===== src/rtl/sample_pacer_pkg.sv =====
// ============================================================================
// Module  : sample_pacer_pkg
// Brief   : Shared pacing FSM state type and default sizing for sample_pacer.
// Revision: 1.0 - initial release
// ============================================================================
`default_nettype none

package sample_pacer_pkg;

    typedef enum logic [1:0] {
        IDLE  = 2'd0,
        PRIME = 2'd1,
        RUN   = 2'd2
    } state_t;

    localparam int c_default_dw          = 16;
    localparam int c_default_depth       = 8;
    localparam int c_default_prime_level = 4;

endpackage : sample_pacer_pkg

`default_nettype wire


===== src/rtl/sample_pacer_sync_fifo.sv =====
// ============================================================================
// Module  : sync_fifo
// Brief   : Single-clock FIFO with occupancy count; head is visible on rdata.
// Revision: 1.0 - initial release
// ============================================================================
`default_nettype none

module sync_fifo #(
    parameter int DW    = 16,
    parameter int DEPTH = 8
) (
    input  logic                       clk,
    input  logic                       rst,
    input  logic                       push,
    input  logic [DW-1:0]              wdata,
    input  logic                       pop,
    output logic [DW-1:0]              rdata,
    output logic                       full,
    output logic                       empty,
    output logic [$clog2(DEPTH):0]     level
);

    localparam int c_AW = $clog2(DEPTH);
    localparam int c_LW = c_AW + 1;

    logic [DW-1:0]   r_mem [DEPTH];
    logic [c_AW-1:0] r_wr_ptr;
    logic [c_AW-1:0] r_rd_ptr;
    logic [c_LW-1:0] r_level;
    logic            w_do_push;
    logic            w_do_pop;

    assign full      = (r_level == c_LW'(DEPTH));
    assign empty     = (r_level == '0);
    assign level     = r_level;
    assign rdata     = r_mem[r_rd_ptr];
    // Guard against misuse so pointers can never run past each other.
    assign w_do_push = push && !full;
    assign w_do_pop  = pop && !empty;

    always_ff @(posedge clk) begin
        if (w_do_push) begin
            r_mem[r_wr_ptr] <= wdata;
        end
    end

    always_ff @(posedge clk) begin
        if (rst) begin
            r_wr_ptr <= '0;
            r_rd_ptr <= '0;
            r_level  <= '0;
        end else begin
            if (w_do_push) begin
                r_wr_ptr <= r_wr_ptr + c_AW'(1);
            end
            if (w_do_pop) begin
                r_rd_ptr <= r_rd_ptr + c_AW'(1);
            end
            case ({w_do_push, w_do_pop})
                2'b10:   r_level <= r_level + c_LW'(1);
                2'b01:   r_level <= r_level - c_LW'(1);
                default: r_level <= r_level;
            endcase
        end
    end

endmodule : sync_fifo

`default_nettype wire


===== src/rtl/sample_pacer.sv =====
// ============================================================================
// Module  : sample_pacer
// Brief   : Buffers upstream samples and releases them at a programmable rate.
//           Define SAMPLE_PACER_HOLD_EN to hold the last sample on underrun.
// Revision: 1.0 - initial release
// ============================================================================
`default_nettype none

module sample_pacer
    import sample_pacer_pkg::*;
#(
    parameter int DW          = c_default_dw,
    parameter int DEPTH       = c_default_depth,
    parameter int PRIME_LEVEL = c_default_prime_level
) (
    input  logic                    clk,
    input  logic                    rst,
    input  logic                    enable,
    input  logic [15:0]             rate_div,
    input  logic signed [DW-1:0]    in_data,
    input  logic                    in_valid,
    output logic                    in_ready,
    output logic signed [DW-1:0]    x,
    output logic                    x_tick,
    output logic [$clog2(DEPTH):0]  level,
    output logic                    underrun,
    input  logic                    clr_underrun
);

    localparam int c_LW = $clog2(DEPTH) + 1;

    state_t          r_state;
    state_t          w_state_nxt;
    logic [15:0]     r_cnt;
    logic            w_tick;
    logic            w_push;
    logic            w_pop;
    logic            w_full;
    logic            w_empty;
    logic [DW-1:0]   w_head;

    assign in_ready = !w_full;
    assign w_push   = in_valid && in_ready;
    // Live compare so a shrinking rate_div fires on the very next clock.
    assign w_tick   = (r_state == RUN) && (r_cnt >= rate_div);
    assign w_pop    = w_tick && !w_empty;

    sync_fifo #(
        .DW    (DW),
        .DEPTH (DEPTH)
    ) u_fifo (
        .clk   (clk),
        .rst   (rst),
        .push  (w_push),
        .wdata (in_data),
        .pop   (w_pop),
        .rdata (w_head),
        .full  (w_full),
        .empty (w_empty),
        .level (level)
    );

    always_ff @(posedge clk) begin
        if (rst) begin
            r_state <= IDLE;
        end else begin
            r_state <= w_state_nxt;
        end
    end

    always_comb begin
        w_state_nxt = r_state;
        if (!enable) begin
            w_state_nxt = IDLE;
        end else begin
            case (r_state)
                IDLE:    w_state_nxt = PRIME;
                PRIME:   if (level >= c_LW'(PRIME_LEVEL)) w_state_nxt = RUN;
                RUN:     w_state_nxt = RUN;
                default: w_state_nxt = IDLE;
            endcase
        end
    end

    always_ff @(posedge clk) begin
        if (rst || (r_state != RUN)) begin
            r_cnt <= '0;
        end else if (w_tick) begin
            r_cnt <= '0;
        end else begin
            r_cnt <= r_cnt + 16'd1;
        end
    end

    always_ff @(posedge clk) begin
        if (rst) begin
            x        <= '0;
            x_tick   <= 1'b0;
            underrun <= 1'b0;
        end else begin
            x_tick <= w_tick;
            if (w_tick) begin
                if (!w_empty) begin
                    x <= $signed(w_head);
                end else begin
`ifdef SAMPLE_PACER_HOLD_EN
                    x <= x;
`else
                    x <= '0;
`endif
                end
            end
            // A fresh underrun outranks a simultaneous clear.
            if (w_tick && w_empty) begin
                underrun <= 1'b1;
            end else if (clr_underrun) begin
                underrun <= 1'b0;
            end
        end
    end

endmodule : sample_pacer

`default_nettype wire


===== config.mk =====
export PLATFORM = sky130hd
export DESIGN_NAME = sample_pacer
export DESIGN_NICKNAME = d
export VERILOG_FILES = /design/src/rtl/sample_pacer_pkg.sv /design/src/rtl/sample_pacer_sync_fifo.sv /design/src/rtl/sample_pacer.sv
export SDC_FILE = /design/constraint.sdc
export NUM_CORES = 1
export LEC_CHECK = 0
export CAP_MARGIN = 15
export CORE_MARGIN = 1.5
export CORE_UTILIZATION = 35
export DETAILED_ROUTE_END_ITERATION = 12
export GPL_TIMING_DRIVEN = 0
export PLACE_DENSITY_LB_ADDON = 0.25
export SETUP_SLACK_MARGIN = 0.05
export SYNTH_ARGS = -nofsm -noshare
export SYNTH_HDL_FRONTEND = slang
export SYNTH_SLANG_ARGS = --single-unit

===== constraint.sdc =====
create_clock -name clk -period 3.4 [get_ports clk]
set_input_delay 0.68 -clock clk [delete_from_list [all_inputs] [get_ports clk]]
set_output_delay 0.68 -clock clk [all_outputs]
set_load 0.1 [all_outputs]

==> run_summary.xml, run 1 <==
<?xml version="1.0" encoding="UTF-8"?>
<metrics>
  <group name="logic_synthesis">
    <metric name="synthXorXnorAreaFrac" unit="">0.0215</metric>
    <metric name="main_flop_type_after_synthesis" unit="">edfxtp_1</metric>
    <metric name="synthAdderAreaFrac" unit="">0.0426</metric>
    <metric name="most_common_cell_in_the_netlist" unit="">edfxtp_1</metric>
    <metric name="synth_seq_area_share" unit="">0.656</metric>
    <metric name="async_set_reset_flop_share_out_of_synthesis" unit="">0</metric>
    <metric name="postSynthRegisterBits" unit="">177</metric>
    <metric name="synth_simple_gate_area_share" unit="">0.0899</metric>
    <metric name="yosys-top-cells-count" unit="">edfxtp_1, dfxtp_1, mux4_2</metric>
    <metric name="largest_cells_by_area_after_synthesis" unit="">edfxtp_1, dfxtp_1, mux4_2, ha_1, mux2_2</metric>
    <metric name="post_synth_mux_area_share" unit="">0.133</metric>
    <metric name="synthesis.nets" unit="">543</metric>
    <metric name="synth.distinct_cells" unit="">41</metric>
    <metric name="ys.warnings.count" unit="">0</metric>
    <metric name="synth_compound_gate_area_share" unit="">0.0330</metric>
    <metric name="yosysTopAreaCellShare" unit="">0.523</metric>
    <metric name="gate_count_of_the_mapped_netlist" unit="">481</metric>
    <metric name="synth_largest_area_cell" unit="">edfxtp_1</metric>
    <metric name="number_of_enable_flip_flop_cells_after_synthesis" unit="">128</metric>
    <metric name="synth_top_family_by_area" unit="">multiplexers</metric>
    <metric name="synthesis.area" unit="µm²">7350</metric>
    <metric name="post_synth.cell_area_avg" unit="µm²">15.3</metric>
  </group>
  <group name="placement">
    <metric name="dp_cells" unit="">817</metric>
    <metric name="post_dp_cell_area" unit="µm²">8420</metric>
    <metric name="detailed_place_hpwl" unit="µm">10500</metric>
    <metric name="port_buffers" unit="">59</metric>
    <metric name="detailedPlace.worstSlack" unit="ns">-0.732</metric>
    <metric name="globalplace.congestion" unit="">0.775</metric>
  </group>
  <group name="die">
    <metric name="rows" unit="">52</metric>
    <metric name="chipWidth" unit="µm">148</metric>
    <metric name="die_height" unit="µm">148</metric>
    <metric name="die-area" unit="µm²">21900</metric>
    <metric name="core_region_area" unit="µm²">20400</metric>
    <metric name="io-pin-count" unit="">60</metric>
    <metric name="floorplan.initialDensity" unit="">0.360</metric>
  </group>
  <group name="clock_network">
    <metric name="clockBufferDepth" unit="">2</metric>
    <metric name="clk_pin_slew" unit="ns">0.07</metric>
    <metric name="cts_hold_buffers" unit="">0</metric>
    <metric name="clock_tree.htree_level_count" unit="">4</metric>
    <metric name="cts_tree" unit="">done</metric>
    <metric name="clock_sinks" unit="">177</metric>
    <metric name="root_buffer" unit="">clkbuf_16</metric>
    <metric name="number_of_buffers_added_by_the_clock_tree_synthesis_step" unit="">17</metric>
    <metric name="clock_latency" unit="ns">0.43</metric>
  </group>
  <group name="power_and_ir_drop">
    <metric name="power_leakage" unit="nW">3.08</metric>
    <metric name="power.density" unit="nW/µm²">498</metric>
    <metric name="design_power_total" unit="mW">4.63</metric>
    <metric name="vdd.ir_drop.worst" unit="V">0.000345</metric>
  </group>
  <group name="global_routing">
    <metric name="antenna_found_initial" unit="">0</metric>
    <metric name="groute.layer.met2.usage" unit="">0.252</metric>
    <metric name="largest_net_degree_at_the_start_of_global_routing" unit="">18</metric>
    <metric name="grt_first_pass_wirelength" unit="µm">24400</metric>
    <metric name="global_route.overflow_total" unit="">0</metric>
    <metric name="met1_usage" unit="">0.196</metric>
    <metric name="use_met3" unit="">0.0315</metric>
    <metric name="grt_use_total" unit="">0.151</metric>
    <metric name="number_of_global_route_vias_before_repair" unit="">4495</metric>
    <metric name="top_usage_layer" unit="">met2</metric>
  </group>
  <group name="sta">
    <metric name="setup_viol" unit="">0</metric>
    <metric name="max_clock_freq" unit="MHz">310</metric>
    <metric name="slew_headroom" unit="">0.305</metric>
    <metric name="worst_pin_slew" unit="ns">1.04</metric>
    <metric name="fin_crit_sh" unit="">0.948</metric>
    <metric name="layout_min_cycle_time" unit="ns">3.22</metric>
    <metric name="grt_setup_unrepaired" unit="">false</metric>
    <metric name="setup_slack" unit="ns">0.175</metric>
    <metric name="finalClockSkew" unit="ns">0.0119</metric>
    <metric name="finalHoldViolCount" unit="">0</metric>
    <metric name="maxSlewViolCount" unit="">0</metric>
  </group>
  <group name="critical_path">
    <metric name="critPathCaptureType" unit="">register</metric>
    <metric name="worstPathCellList" unit="">dlygate4sd2_1 -&gt; inv_1 -&gt; ha_1 -&gt; and3_4 -&gt; o311a_4 -&gt; o21ai_2 -&gt; a41oi_4 -&gt; and2b_2 -&gt; ha_4 -&gt; xor2_2 -&gt; ha_2 -&gt; a21oi_2 -&gt; xor2_1 -&gt; or3_1 -&gt; a21oi_2</metric>
    <metric name="critical_path_peak_fanout" unit="">3</metric>
    <metric name="critPathMaxStageDelay" unit="ns">0.35</metric>
    <metric name="worst_r2r_endpoint" unit="">u_fifo.level[2]$_SDFFE_PP0P_</metric>
    <metric name="start_kind" unit="">primary input</metric>
    <metric name="cp_data_arrival_time" unit="ns">3.58</metric>
    <metric name="crit_top_cell" unit="">a21oi_2</metric>
    <metric name="worst_r2r_path_cells" unit="">13</metric>
    <metric name="r2r_start" unit="">r_cnt[5]$_SDFF_PP0_</metric>
    <metric name="cp_data_required_time" unit="ns">3.75</metric>
    <metric name="critical_path_class" unit="">primary input to register</metric>
    <metric name="rrSetupSlack" unit="ns">0.29</metric>
    <metric name="critical_path.slowest_cell" unit="">o311a_4</metric>
  </group>
  <group name="cells_and_area">
    <metric name="layout.core_utilization" unit="">0.455</metric>
    <metric name="fraction_of_final_layout_cells_sized_beyond_drive_strength_1" unit="">0.260</metric>
    <metric name="flow.area_growth_from_synthesis" unit="%">26.5</metric>
    <metric name="post_layout_nonfiller_instances" unit="">858</metric>
    <metric name="final_nets" unit="">637</metric>
    <metric name="insertedDiodeCount" unit="">0</metric>
    <metric name="post-route-cell-area" unit="µm²">9290</metric>
  </group>
  <group name="min_path">
    <metric name="hold_path_startpoint" unit="">x[11]$_SDFFE_PP0N_</metric>
    <metric name="timing.hold.worst_path_depth" unit="">2</metric>
    <metric name="worstHoldEndpoint" unit="">x[11]$_SDFFE_PP0N_</metric>
    <metric name="min-delay-path-class" unit="">register to register</metric>
  </group>
  <group name="route">
    <metric name="drt.antenna.violating_nets" unit="">0</metric>
    <metric name="drc_errors" unit="">0</metric>
    <metric name="via_count" unit="">4216</metric>
    <metric name="dr.first_iter.drc_count" unit="">215</metric>
    <metric name="routed_wire_length" unit="µm">15600</metric>
    <metric name="routedWlPerCell" unit="µm">18.2</metric>
    <metric name="drt_first_pass_iters" unit="">4</metric>
    <metric name="mean_number_of_vias_per_cell" unit="">4.91</metric>
  </group>
  <group name="run">
    <metric name="drv_cap" unit="">0</metric>
  </group>
  <group name="outcome">
    <metric name="status" unit="">completed</metric>
  </group>
</metrics>
worst max path at each step:
stage | start | cells after the start | slack (ns) | to
3_3_place_gp | rate_div[11] | 15 | -0.68 | u_fifo.level[2]$_SDFFE_PP0P_
4_1_cts | rate_div[1] | 14 | 0.07 | u_fifo.level[2]$_SDFFE_PP0P_
3_5_place_dp | rate_div[11] | 15 | -0.73 | u_fifo.level[2]$_SDFFE_PP0P_
5_1_grt | rate_div[5] | 15 | 0.04 | u_fifo.level[2]$_SDFFE_PP0P_
6_report | rate_div[5] | 15 | 0.18 | u_fifo.level[2]$_SDFFE_PP0P_
2_1_floorplan | u_fifo.level[0]$_SDFFE_PP0P_ | 5 | 0.05 | u_fifo.r_mem[2][0]$_DFFE_PP_
cells by family (layout without fill, tap and decap cells):
group,after synthesis,in the layout
compound gates,39,39
xor+xnor,18,18
flops,177,177
buf+inv,43,150
mux,55,55
fa+ha+maj,25,25
simple gates,124,124
cell type report:
type	instances	area (µm²)
plain buffers	19	86.3
multi-input cells	261	2580
fillers	1821	11100
flip-flops and latches	177	4830
clock inverters	14	190
well taps	270	338
inverters	24	90.1
clock buffers	18	429
repair buffers	75	757
where the power goes:
part / total, mW / switching, mW / internal (mW)
registers: 2.36 / 0.0151 / 2.35
clock network: 2.04 / 0.854 / 1.18
logic: 0.226 / 0.125 / 0.101
cells in the final DEF (no fill, tap or decap), types with 3 or more instances in the layout:
| cell | count |
|---|---|
| o21ai_0 | 20 |
| mux4_2 | 32 |
| a21oi_1 | 8 |
| nand2b_1 | 21 |
| buf_6 | 4 |
| bufinv_16 | 3 |
| nor2_1 | 22 |
| nor2b_1 | 7 |
| xor2_1 | 8 |
| buf_4 | 8 |
| mux2_2 | 16 |
| mux2i_1 | 4 |
| or3_1 | 4 |
| ha_1 | 14 |
| mux2_1 | 3 |
| dfxtp_1 | 47 |
| inv_6 | 7 |
| nand2_1 | 7 |
| dlygate4sd2_1 | 10 |
| edfxtp_1 | 128 |
| buf_2 | 6 |
| clkbuf_1 | 13 |
| dlymetal6s2s_1 | 4 |
| nand3_1 | 26 |
| buf_8 | 5 |
| xnor2_1 | 9 |
| ha_4 | 9 |
| nor2_2 | 13 |
| inv_1 | 17 |
| clkbuf_16 | 17 |
| nand4_1 | 3 |
| inv_2 | 7 |
| clkdlybuf4s50_1 | 45 |
| nor3_1 | 4 |
critical path: cells and delay by family:
| kind | cells | cell delay, ns |
|---|---|---|
| adder cells (fa/ha/maj) | 3 | 0.66 |
| buffers and inverters | 2 | 0.25 |
| AO/OA/AOI/OAI | 5 | 0.97 |
| AND/OR/NAND/NOR | 3 | 0.79 |
| XOR/XNOR | 2 | 0.24 |
timing repair:
item                                    4_1_cts  5_1_grt
endpoints found under the setup margin        3        2
gates resized for setup                      36       13
setup buffers                                 6        3
hold endpoints to repair                      0        0
pin swaps                                    22       12
registers in the layout, summed over array words and instances (netlist names), named ones only:
name,cells
r_cnt,16
r_state,2
u_fifo.level,4
u_fifo.r_mem,128
u_fifo.r_rd_ptr,3
u_fifo.r_wr_ptr,3
underrun,1
x,16
x_tick,1
per-layer routing:
| metal | vias to the layer above | wire length [µm] |
|---|---|---|
| met2 | 97 | 7850 |
| met5 | - | 0 |
| met1 | 2118 | 6910 |
| met4 | 0 | 136 |
| li1 | 1991 | - |
| met3 | 10 | 753 |
per-stage QoR:
stage,hold WS (ns),TNS (ns)
after floorplan,0.462,0
after global placement,0.462,-5.18
after detailed placement,0.474,-1.92
after CTS,0.486,0
after global routing,0.507,0
final,0.483,0
(Power assumes the default switching activity.)
==> inputs of run 2 (changes only) <==
CORE_UTILIZATION = 45   (was 35)
==> run 2 against run 1 <==
Effect of this change: cell count is 6.6% lower; flip-flop and latch count stayed put; wire length is 2.4% lower; first-iteration DRC count is 17% higher; non-clock buffer count is 3 lower; critical path depth is 1 lower; sequential share of layout area is 0.40 points higher; largest power group unchanged; power is 1.3% lower; core utilization is 12 points higher.
==> run_summary.xml, run 2 (synthesis gave the netlist of run 1 again) <==
<?xml version="1.0" encoding="UTF-8"?>
<metrics>
  <group name="critical_path">
    <metric name="critical_path_class" unit="">primary input to register</metric>
    <metric name="worst_r2r_path_cells" unit="">14</metric>
    <metric name="path_depth" unit="">14</metric>
    <metric name="critical_path.slowest_cell" unit="">clkdlybuf4s50_1</metric>
    <metric name="critPathMaxStageDelay" unit="ns">0.46</metric>
    <metric name="critical_path_peak_fanout" unit="">3</metric>
    <metric name="path_buf_inv" unit="">2</metric>
    <metric name="crit_end" unit="">u_fifo.level[2]$_SDFFE_PP0P_</metric>
    <metric name="cp_data_required_time" unit="ns">3.76</metric>
    <metric name="rrSetupSlack" unit="ns">0.30</metric>
    <metric name="source_of_the_critical_timing_path" unit="">rate_div[1]</metric>
    <metric name="critPathCaptureType" unit="">register</metric>
    <metric name="cp_data_arrival_time" unit="ns">3.58</metric>
    <metric name="worst_r2r_endpoint" unit="">u_fifo.level[2]$_SDFFE_PP0P_</metric>
    <metric name="r2r_start" unit="">r_cnt[0]$_SDFF_PP0_</metric>
    <metric name="cp_top_family" unit="">simple AND/OR/NAND/NOR gates</metric>
    <metric name="worstPathCellList" unit="">clkdlybuf4s50_1 -&gt; inv_1 -&gt; ha_4 -&gt; a2111oi_4 -&gt; or3_4 -&gt; a41oi_4 -&gt; and2b_2 -&gt; ha_4 -&gt; xor2_1 -&gt; ha_2 -&gt; a21oi_2 -&gt; xor2_1 -&gt; or3_1 -&gt; a21oi_2</metric>
    <metric name="start_kind" unit="">primary input</metric>
  </group>
  <group name="sta">
    <metric name="fin_crit_sh" unit="">0.947</metric>
    <metric name="layout_min_cycle_time" unit="ns">3.22</metric>
    <metric name="worst_pin_slew" unit="ns">1.02</metric>
    <metric name="finalClockSkew" unit="ns">0.00899</metric>
    <metric name="slew_headroom" unit="">0.316</metric>
    <metric name="setup_tns" unit="ns">0</metric>
    <metric name="max_clock_freq" unit="MHz">310</metric>
    <metric name="grt_setup_unrepaired" unit="">false</metric>
    <metric name="maxSlewViolCount" unit="">0</metric>
    <metric name="finalHoldViolCount" unit="">0</metric>
    <metric name="setup_viol" unit="">0</metric>
  </group>
  <group name="route">
    <metric name="routedWlPerCell" unit="µm">19.1</metric>
    <metric name="drt_first_pass_iters" unit="">4</metric>
    <metric name="mean_number_of_vias_per_cell" unit="">5.26</metric>
    <metric name="routed_wire_length" unit="µm">15300</metric>
    <metric name="dr.first_iter.drc_count" unit="">251</metric>
    <metric name="drt.antenna.violating_nets" unit="">0</metric>
    <metric name="drc_errors" unit="">0</metric>
    <metric name="via_count" unit="">4213</metric>
  </group>
  <group name="run">
    <metric name="drv_cap" unit="">0</metric>
  </group>
  <group name="power_and_ir_drop">
    <metric name="power_frac_clock" unit="">0.433</metric>
    <metric name="power.density" unit="nW/µm²">495</metric>
    <metric name="sw_frac_of_total" unit="">0.209</metric>
    <metric name="vdd.ir_drop.worst" unit="V">0.000354</metric>
    <metric name="share_comb_of_total_power" unit="">0.050</metric>
    <metric name="design_power_total" unit="mW">4.57</metric>
    <metric name="pwr-share-seq" unit="">0.518</metric>
    <metric name="power_leakage" unit="nW">3.08</metric>
    <metric name="power.switching" unit="mW">0.952</metric>
    <metric name="cell_internal_pwr" unit="mW">3.61</metric>
  </group>
  <group name="clock_network">
    <metric name="number_of_buffers_added_by_the_clock_tree_synthesis_step" unit="">17</metric>
    <metric name="cts_hold_buffers" unit="">0</metric>
    <metric name="cts_tree" unit="">done</metric>
    <metric name="clock_tree.htree_level_count" unit="">4</metric>
    <metric name="clock_sinks" unit="">177</metric>
    <metric name="root_buffer" unit="">clkbuf_16</metric>
    <metric name="clk_pin_slew" unit="ns">0.07</metric>
    <metric name="clock_latency" unit="ns">0.42</metric>
    <metric name="clockBufferDepth" unit="">2</metric>
  </group>
  <group name="global_routing">
    <metric name="grt_first_pass_wirelength" unit="µm">23800</metric>
    <metric name="antenna_found_initial" unit="">0</metric>
    <metric name="grt_use_total" unit="">0.194</metric>
    <metric name="global_route.overflow_total" unit="">0</metric>
    <metric name="largest_net_degree_at_the_start_of_global_routing" unit="">17</metric>
    <metric name="number_of_global_route_vias_before_repair" unit="">4394</metric>
  </group>
  <group name="die">
    <metric name="die-area" unit="µm²">17100</metric>
    <metric name="core_region_area" unit="µm²">15900</metric>
    <metric name="floorplan.initialDensity" unit="">0.461</metric>
    <metric name="io-pin-count" unit="">60</metric>
    <metric name="rows" unit="">46</metric>
    <metric name="chipWidth" unit="µm">131</metric>
    <metric name="die_height" unit="µm">131</metric>
  </group>
  <group name="cells_and_area">
    <metric name="seqCellArea" unit="µm²">4830</metric>
    <metric name="commonest_non_fill_non_tap_cells_in_the_layout" unit="">edfxtp_1, dfxtp_1, clkdlybuf4s50_1</metric>
    <metric name="largest_register_ffs" unit="">128</metric>
    <metric name="flow.area_growth_from_synthesis" unit="%">25.5</metric>
    <metric name="combined_area_of_the_multi_input_logic_cells" unit="µm²">2580</metric>
    <metric name="final.fill_count" unit="">1248</metric>
    <metric name="fraction_of_final_layout_cells_sized_beyond_drive_strength_1" unit="">0.260</metric>
    <metric name="insertedDiodeCount" unit="">0</metric>
    <metric name="largest_register_by_flop_count" unit="">u_fifo.r_mem</metric>
    <metric name="final_common_cell" unit="">edfxtp_1</metric>
    <metric name="post_layout_nonfiller_instances" unit="">801</metric>
    <metric name="final_nets" unit="">634</metric>
    <metric name="biggestRegsByFlops" unit="">u_fifo.r_mem (128), r_cnt (16), x (16)</metric>
  </group>
  <group name="placement">
    <metric name="detailed_place_hpwl" unit="µm">10100</metric>
    <metric name="port_buffers" unit="">59</metric>
    <metric name="dp_cells" unit="">763</metric>
    <metric name="globalplace.congestion" unit="">0.727</metric>
  </group>
  <group name="min_path">
    <metric name="min-delay-path-class" unit="">register to register</metric>
  </group>
  <group name="outcome">
    <metric name="status" unit="">completed</metric>
  </group>
</metrics>
## run 2: through the flow
stage	util	hold slack (ns)	instance area (µm²)	worst slack, ns
after global routing	0.578	0.501	9220	0.0342
after global placement	0.516	0.463	8230	-0.726
after CTS	0.574	0.489	9150	0.0577
after detailed placement	0.526	0.466	8380	-0.794
final	0.578	0.484	9220	0.179
after floorplan	-	0.462	7370	0.0526
## run 2: metal layers
metal / up-vias / routed length, µm / global-route usage
li1: 1984 / - / -
met1: 2109 / 6380 / 0.240
met2: 107 / 8010 / 0.343
met3: 13 / 750 / 0.0358
met4: 0 / 135 / 0.0679
met5: - / 0 / 0
## run 2: worst min path at each step
stage	end	startpoint	depth (start not counted)
finish	x[11]$_SDFFE_PP0N_	x[11]$_SDFFE_PP0N_	2
floorplan	u_fifo.r_wr_ptr[0]$_SDFFE_PP0P_	u_fifo.r_wr_ptr[0]$_SDFFE_PP0P_	2
global route	r_cnt[0]$_SDFF_PP0_	r_cnt[0]$_SDFF_PP0_	1
CTS	x[14]$_SDFFE_PP0N_	x[14]$_SDFFE_PP0N_	2
detailed placement	x[14]$_SDFFE_PP0N_	x[14]$_SDFFE_PP0N_	2
global placement	x[14]$_SDFFE_PP0N_	x[14]$_SDFFE_PP0N_	2
## run 2: cell type report
cell class | count | area share
Timing Repair Buffer | 72 | 0.0828
Clock inverter | 15 | 0.0198
Multi-Input combinational cell | 261 | 0.279
Clock buffer | 17 | 0.0461
Inverter | 24 | 0.00977
Tap cell | 216 | 0.0293
Buffer | 19 | 0.00936
Sequential cell | 177 | 0.523
## run 2: power groups by stage
stage / Combinational (mW) / Clock (mW) / Sequential, mW
detailed placement: 0.216 / 0 / 2.41
floorplan: 0.0903 / 0 / 2.42
finish: 0.227 / 1.98 / 2.36
CTS: 0.224 / 2.02 / 2.36
global route: 0.247 / 2.10 / 2.37
global placement: 0.198 / 0 / 2.41
## run 2: timing repair
action,4_1_cts,5_1_grt
pin swaps,22,13
setup buffers,6,0
setup endpoints to repair,3,2
gates resized for setup,33,14
gates cloned,0,0
## run 2: tightest hold or removal path, stage by stage, from the launching register on
cell,delay [ns]
dfxtp_1,0.31
nand2b_1,0.06
o21ai_0,0.06
==> inputs of run 3 (changes only) <==
CAP_MARGIN = unset   (was 15)
==> results of run 3 <==
Final layout, timing and power as in run 2 (identical DEF).
==> variant (settings of run 3) <==
Make the reset (`rst`) asynchronous in 3 clocked blocks.
--- a/src/rtl/sample_pacer_sync_fifo.sv
+++ b/src/rtl/sample_pacer_sync_fifo.sv
@@ -45,5 +45,5 @@
     end
 
-    always_ff @(posedge clk) begin
+    always_ff @(posedge clk or posedge rst) begin
         if (rst) begin
             r_wr_ptr <= '0;
--- a/src/rtl/sample_pacer.sv
+++ b/src/rtl/sample_pacer.sv
@@ -61,5 +61,5 @@
     );
 
-    always_ff @(posedge clk) begin
+    always_ff @(posedge clk or posedge rst) begin
         if (rst) begin
             r_state <= IDLE;
@@ -93,5 +93,5 @@
     end
 
-    always_ff @(posedge clk) begin
+    always_ff @(posedge clk or posedge rst) begin
         if (rst) begin
             x        <= '0;
Function: differs if rst is asserted again (counterexample within 4 cycles, from zero or initial values and one cycle with rst high); with rst held inactive, the same outputs for 10 cycles.
==> variant against run 3 <==
Register-to-register slack better by 0.14 ns. Synthesized cell count shrank 9.4%. Area after synthesis is 0.22% lower. Cell area down 1.9%. Worst setup slack got worse by 0.031 ns. Sequential cell count down 3. Wire length is 7.2% lower. Critical path type unchanged. Highest routed layer unchanged.
Power is not compared: it rests on default switching activity, and its combinational part moved more than twofold at a synthesized area within 25%.
==> variant: results (changes against run 3) <==
* Post-Layout Cell Count at 754 (-5.9%)
* Routed len/inst at 18.79 um (-1.5%)
* Antenna cell count at 0 (unchanged)
* Skew-Pair Late Insertion Delay at 0.43 ns
* DR iter-0 viols at 245 (-2.4%)
* Sw Ratio at 27.39%
* Top Family by Delay on Critical Path: adder cells
* Top Registers: u_fifo.r_mem (128), r_cnt (16), x (16)
* CTS root buffer: clkbuf_16
* Synth area leaders: edfxtp_1 52%, dfrtp_1 10%, mux4_2 9.8%, dfxtp_1 4.4%, ha_1 4.3%
* Max incr delay on CP at 0.46 ns (about the same)
* Fill cells at 1,244 (-0.32%)
* Outcome: complete, no violations
* Post-synthesis async set-or-reset flop share at 17.24% (+17 points)
* Max Root-Sink Buffers at 2 (unchanged)
* CP max-delay cell: clkdlybuf4s50_1
* Initial antenna violation count at 0 (unchanged)
* Crit end category: register
* Post-synthesis cell type count at 42 (+2.4%)
* DP Wirelength at 9.280 mm (-7.8%)
* WP data arrival at 3.57 ns (about the same)
* H-Tree Depth at 4 (unchanged)
* Final Util at 56.98% (-0.87 points)
* Critical path fanouts, max at 3 (unchanged)
* Detailed Routing Iterations Pass 1 at 4 (unchanged)
* Mapped Area at 7333 um2 (-0.22%)
* First-pass GRT wire length at 22.44 mm (-5.5%)
* Post-synth top cells: 128 x edfxtp_1, 40 x nor2_1, 32 x mux4_2
* Hold Path Class: register to register
* Drt via density at 5.235 (-0.47%)
* Worst Tran Pin Value at 1.063 ns (+0.03876 ns)
* GRT Total Usage at 18.20% (-1.2 points)
* Placed Instances at 719 (-5.8%)
* Layout cell share with drive strength beyond 1 at 21.56% (-4.4 points)
* PortBufs at 59 (unchanged)
* Placed Area at 8407 um2 (+0.27%)
* Most common cell in the netlist: edfxtp_1
* Warnings, synthesis at 0 (unchanged)
* Worst Skew at 0.008757 ns (-0.0002358 ns)
* Largest net degree at the start of global routing at 32 (+15)
* Post-synth EDFFs at 128 (unchanged)
* Static leakage at 3.218 nW
* Worst VDD drop at 0.0003445 V
* Clock slew at reported path FFs at 0.06 ns
* Syn Nets at 499 (-8.1%)
* Gate Count Post-Synth at 436 (-9.4%)
* Nets at 588 (-7.3%)
* Pre-CTS setup slack at -0.6490 ns (+0.1453 ns)
* Register area share after synthesis at 67.02% (+1.4 points)
* Vias in the first global route at 4,068 (-7.4%)
* CTS buffer count at 17 (unchanged)
* Gpl congestion at 0.7304 (+0.50%)
[variant: cell types whose count changed in the layout (fill, tap and decap cells not counted), moves of 10 or more]
cell             change
dfxtp_1             -31
dfrtp_1             +29
nand3_1             -19
nand2b_1            -18
o21ai_0             -16
mux2i_1             +15
clkdlybuf4s50_1     +14
ha_1                +12
nor2_1              +12
ha_4                -11
dlygate4sd2_1       -10
[variant: final cells by class]
class	count	area share, %
flip-flops and latches	174	54.31
plain buffers	13	0.6912
clock buffers	19	4.783
well taps	216	2.986
inverters	26	1.078
repair buffers	70	8.654
clock inverters	13	1.631
multi-input cells	223	25.86
[variant: cells by family after synthesis]
| kind of cell | Yosys count | synth area share (%) |
|---|---|---|
| XOR/XNOR | 21 | 2.508 |
| flip-flops | 174 | 67.02 |
| multiplexers | 69 | 15.59 |
| adder cells (fa/ha/maj) | 26 | 4.538 |
| buffers and inverters | 39 | 2.184 |
| AND/OR/NAND/NOR | 88 | 6.074 |
| AO/OA/AOI/OAI | 19 | 2.082 |
[variant: metal layers]
metal,wire (um),GRT usage [%],part of all wire [%],up-vias
met5,0,0,0,-
met4,166,5.688,1.2,0
met3,631,4.438,4.5,14
met2,7057,30.09,50,89
met1,6315,24.02,45,2012
li1,-,-,-,1832
[variant: worst paths after layout]
kind / cells past startpoint / to / slack [ns] / start
hold reg to reg: 1 / r_cnt[0] / 0.46 / r_cnt[0]
hold / removal: 1 / r_cnt[0] / 0.46 / r_cnt[0]
min in group asynchronous: 2 / r_state[0] / 0.71 / rst
setup reg to reg: 10 / u_fifo.level[3] / 0.44 / u_fifo.level[0]
setup / recovery: 14 / u_fifo.level[3] / 0.15 / rate_div[15]
max in group asynchronous: 2 / u_fifo.level[3] / 2.19 / rst
[variant: what timing repair did]
item	in CTS	in global routing
gates resized for setup	4	3
setup endpoints to repair	1	1
setup buffers	1	2
pin swaps	2	2
[variant: power by group through the flow]
stage	logic [W]	registers [W]	clock network [W]
after detailed placement	0.00101	0.00275	0
after CTS	0.00102	0.00271	0.00194
after floorplan	0.000451	0.00288	0
after global routing	0.00108	0.00273	0.00204
after global placement	0.000872	0.00273	0
final	0.00100	0.00270	0.00192
[variant: worst register-to-register path: stages (launching register included)]
cell      delay [ns]
dfrtp_1         0.46
nor4_2          0.95
nand2b_1        0.25
a21oi_4         0.06
ha_2            0.22
ha_1            0.27
a21o_1          0.19
a21oi_2         0.14
xnor2_1         0.12
nor2_1          0.06
xor2_1          0.14
